File: src/rtl/state_ram_pkg.sv
// state_ram_pkg
//   Shared constants for the per-state 256-bit storage block: geometry,
//   read/write encoding of the rdwr strobe, and the reset image of each word.
package state_ram_pkg;

  localparam int unsigned DATA_W = 256;
  localparam int unsigned ADDR_W = 3;
  localparam int unsigned DEPTH  = 2 ** ADDR_W;

  // rdwr encoding
  localparam logic RD = 1'b0;
  localparam logic WR = 1'b1;

  // Reset contents of word k: the state code repeated in every byte lane.
  function automatic logic [DATA_W-1:0] init_word(input logic [7:0] k);
    return {(DATA_W / 8){k}};
  endfunction

endpackage

File: src/rtl/state_ram_array.sv
// state_ram_array
//   DEPTH x DATA_W register array with asynchronous reset initialisation.
//   A register array is used instead of a RAM macro because every word must
//   come out of reset holding its init_word() image.
// Ports:
//   i_clk    rising-edge clock
//   i_rst_n  asynchronous active-low reset (loads init_word(k) into word k)
//   i_we     write enable
//   i_waddr  write address
//   i_wdata  write data
//   i_raddr  read address (combinational read)
//   o_rdata  read data for i_raddr, pre-write contents
module state_ram_array
  import state_ram_pkg::*;
(
  input  logic              i_clk,
  input  logic              i_rst_n,
  input  logic              i_we,
  input  logic [ADDR_W-1:0] i_waddr,
  input  logic [DATA_W-1:0] i_wdata,
  input  logic [ADDR_W-1:0] i_raddr,
  output logic [DATA_W-1:0] o_rdata
);

  logic [DATA_W-1:0] r_mem [DEPTH];

  always_ff @(posedge i_clk or negedge i_rst_n) begin
    if (!i_rst_n) begin
      for (int unsigned k = 0; k < DEPTH; k++) begin
        r_mem[k] <= init_word(8'(k));
      end
    end else if (i_we) begin
      r_mem[i_waddr] <= i_wdata;
    end
  end

  assign o_rdata = r_mem[i_raddr];

endmodule

File: src/rtl/state_ram_top.sv
// state_ram_top
//   Single-port 8 x 256-bit per-state storage, addressed by the state code.
//   Every edge is either a read or a write; q is registered (one-cycle
//   latency) and a write is reflected on q in the same edge (write-through).
// Ports:
//   CLK    rising-edge clock
//   RST_N  asynchronous active-low reset (q cleared, memory re-initialised)
//   rdwr   0 = read, 1 = write
//   st     word address (state code 0..7)
//   PD     write data
//   q      registered read / write-through data
module state_ram_top
  import state_ram_pkg::*;
(
  input  logic              CLK,
  input  logic              RST_N,
  input  logic              rdwr,
  input  logic [ADDR_W-1:0] st,
  input  logic [DATA_W-1:0] PD,
  output logic [DATA_W-1:0] q
);

  logic              w_we;
  logic [DATA_W-1:0] w_rdata;
  logic [DATA_W-1:0] r_q;

  // Only a definite 1 writes, so an unknown rdwr in simulation cannot
  // corrupt the array; synthesises to plain rdwr.
  assign w_we = (rdwr === WR);

  state_ram_array u_array (
    .i_clk   (CLK),
    .i_rst_n (RST_N),
    .i_we    (w_we),
    .i_waddr (st),
    .i_wdata (PD),
    .i_raddr (st),
    .o_rdata (w_rdata)
  );

  // The array read is pre-write, so a write must bypass it to give
  // write-first behaviour on q.
  always_ff @(posedge CLK or negedge RST_N) begin
    if (!RST_N) begin
      r_q <= '0;
    end else begin
      r_q <= w_we ? PD : w_rdata;
    end
  end

  assign q = r_q;

endmodule

File: config.mk
export PLATFORM = sky130hd
export DESIGN_NAME = state_ram_top
export DESIGN_NICKNAME = d
export VERILOG_FILES = /design/src/rtl/state_ram_pkg.sv /design/src/rtl/state_ram_array.sv /design/src/rtl/state_ram_top.sv
export SDC_FILE = /design/constraint.sdc
export NUM_CORES = 2
export LEC_CHECK = 0
export BUFFER_PORTS_ARGS = -buffer_cell sky130_fd_sc_hd__buf_2
export CAP_MARGIN = 40
export CORE_AREA = 8 8 443 532
export DETAILED_ROUTE_END_ITERATION = 10
export DIE_AREA = 0 0 451 540
export PLACE_DENSITY = 0.67
export SYNTH_ARGS = -nofsm -noshare
export SYNTH_HDL_FRONTEND = slang
export SYNTH_HIERARCHICAL = 1
export SYNTH_SLANG_ARGS = --single-unit
File: constraint.sdc
create_clock -name CLK -period 2.9 [get_ports CLK]
set_input_delay 0 -clock CLK [delete_from_list [all_inputs] [get_ports CLK]]
set_output_delay 0 -clock CLK [all_outputs]
set_load 0.02 [all_outputs]
==> results by group <==
Outcome
  – Status: complete, no violations

Power and ir drop
  – Total power: between 90 and 100 mW
  – Leak pwr: 50.40 nW
  – Max VDD drop: 594.5 uV
  – Pwr/cell area: about 750 nW/um2

Drt
  – DRT Pass-1 Iters: 5
  – Residual DRC count: 0
  – WL final: 249400 um
  – WL/cell: 24.86 um
  – Via count: 55628
  – Vias per cell: 5.545
  – Post-DRT Antenna Nets: 0
  – DR iter-0 viols: around 2600

Timing
  – Fin crit share: 0.6823
  – Final worst setup slack: 921.2 ps
  – Final setup violating endpoints: 0
  – Setup_tns: 0 ps
  – Worst slew pin tran: 1110 ps
  – Post-layout min period: 1979 ps
  – Max frequency: 505.4 MHz
  – Final Max Tran Viols: 0
  – Final-report hold violation count: 0
  – Setup repair after global routing missed its margin: false
  – Slew HR: 0.2601
  – Clk_skew: approximately 66 ps

Yosys
  – Top cell type's share of synthesized area: 0.4732
  – Netlist cell types: 14
  – Mapped Area: a little over 100000 um2
  – Largest family of logic cells by synthesized area: multiplexers
  – Mux cell area share after synthesis: 0.3975
  – Synthesized Nets: 6043
  – Area leader, netlist: dfrtp_1
  – Average cell area after synthesis: ~18 um2
  – Post-Synthesis Cells: between 5000 and 6000
  – Seq/Total Area, Yosys: 0.5726
  – Synth warn: 6
  – Area share of fa/ha/maj cells after synthesis: 0
  – Post-synthesis xor/xnor area fraction: 0
  – Synth top area cells: dfrtp_1 47%, mux2_2 28%, mux4_2 11%, dfstp_2 9.9%, buf_6 1.8%
  – Compound-Gate Fraction of Synth Area: 0
  – Flip-flop and latch count after synthesis: between 2000 and 2500
  – Post-synthesis simple-gate area fraction: 0.0008133

Final layout
  – Core Util, Final: 0.5304
  – Commonest non-fill, non-tap cell in the layout: mux2_2
  – Area grow syn2layout: 18.60%
  – Most frequent cells in the layout: 2560 x mux2_2, 1920 x dfrtp_1, 512 x buf_2, 512 x mux4_2, 449 x dlygate4sd3_1
  – Nets: 7074
  – Share of cells above drive strength 1: 0.6520

Global route
  – Largest net degree at the start of global routing: 115
  – Tot GR Track Use: 0.2026
  – Vias in the first global route: 62806
  – First-pass GRT wire length: 390500 um
  – Antenna violations before repair: 33
  – Grt ovf: 0

CTS
  – CTS Buffer Depth: 4
  – Root buffer cell: clkbuf_16
  – Clk slew on worst S/H paths: roughly 60 ps
  – Worst skew pair latency: 920 ps
  – Num CTS Buffers: approximately 230
  – CTS tree: yes
  – TritonCTS sink count: 2304
  – Max H-tree Level: 4

Setup path
  – Cells along the critical path: dlygate4sd3_1 > buf_8 > nor4bb_4 > buf_4 > mux2_2
  – CP Data Required Time: 3620 ps
  – WS Path Type: in2reg
  – Slowest stage cell, crit path: nor4bb_4
  – Critical Path Max Stage Delay: 700 ps
  – Endpoint type of the worst setup path: flop
  – Arrival time worst endpoint: 2700 ps
  – Setup crit start kind: primary input
  – CP Max Fanout: 59

Min path
  – Hold Crit Class: in2async

Placed design
  – Detail Placement HPWL: 148600 um
  – PortBufs: roughly 520
  – Setup WS pre-CTS: roughly 550 ps
  – Placer Congestion: 0.7405

Floorplanning
  – I/O pin cnt: 518
  – Chip Height: 540 um
  – Cell Rows: 192
  – Core ar.: about 230000 um2
  – Die Wd: 451 um
  – Die area: 243500 um2
  – Starting Density: 0.4473

Job
  – MaxCap Viol Count: 0
[registers in the layout, indices dropped and copies added, names as in the netlist]
name	cells
u_array/r_mem	2048
q	256
[power breakdown]
part	leakage (nW)	switching [mW]	internal [mW]
Sequential	27.1	3.52	40.0
Combinational	19.5	6.29	10.2
Clock	3.81	12.6	17.7
[logic make-up (layout without fill, tap and decap cells)]
logic type / count (synthesis) / after routing
other: 0 / 20
flip-flops: 2304 / 2304
AND/OR/NAND/NOR: 8 / 8
multiplexers: 3072 / 3072
buffers and inverters: 397 / 1621
[stage by stage]
stage          std cells  hold slack (ps)  area (um2)
3_5_place_dp        9136            27.83      108100
5_1_grt            10027            31.70      120400
2_1_floorplan       5781           -295.6      101500
6_report           10032            35.39      120400
3_3_place_gp        9136            26.51      108100
4_1_cts            10012           0.7530      120400
[cell usage after synthesis]
master / count
buf_6: 163
and4bb_2: 2
nor4bb_1: 1
clkbuf_1: 48
nand4_1: 1
mux4_2: 512
mux2_2: 2560
dfstp_2: 384
nand4b_1: 3
buf_4: 20
dfrtp_1: 1920
nor4b_2: 1
buf_1: 29
buf_2: 137
[area by class of cell]
class,instances,area (um2)
fillers,18180,106600
flip-flops and latches,2304,58140
multi-input cells,3080,40470
repair buffers,1195,10260
clock buffers,363,6992
well taps,3007,3762
clock inverters,63,743.2
diodes,20,50.05
[worst paths after layout]
kind / endpoint / slack, ps / start / cells after the start
max reg2reg: q[7] / 1260 / u_array/r_mem[519] / 3
max: u_array/r_mem[1508] / 920 / st[2] / 5
min reg2reg: u_array/r_mem[396] / 500 / u_array/r_mem[396] / 1
min: u_array/r_mem[404] / 40 / RST_N / 3
max in group asynchronous: q[107] / 1970 / RST_N / 4
min in group CLK: q[49] / 60 / PD[49] / 3
[critical path, delay by kind of cell]
family / cells / cell delay (ps)
buffers and inverters: 3 / 1470
multiplexers: 1 / 400
AND/OR/NAND/NOR: 1 / 700
[per-layer routing]
| layer | global-route usage | share of wire |
|---|---|---|
| met3 | 0.03272 | 0.038 |
| met5 | 0 | 0.00051 |
| met1 | 0.2715 | 0.44 |
| met2 | 0.3469 | 0.50 |
| met4 | 0.05086 | 0.023 |
[what timing repair did]
| item | 4_1_cts | 5_1_grt |
|---|---|---|
| hold buffers | 450 | 0 |
| endpoints found under the setup margin | 0 | 0 |
| buffers inserted | 0 | 0 |
| gates resized for setup | 0 | 0 |
| hold endpoints to repair | 4165 | 0 |
Power figures use the tool's default switching activity.
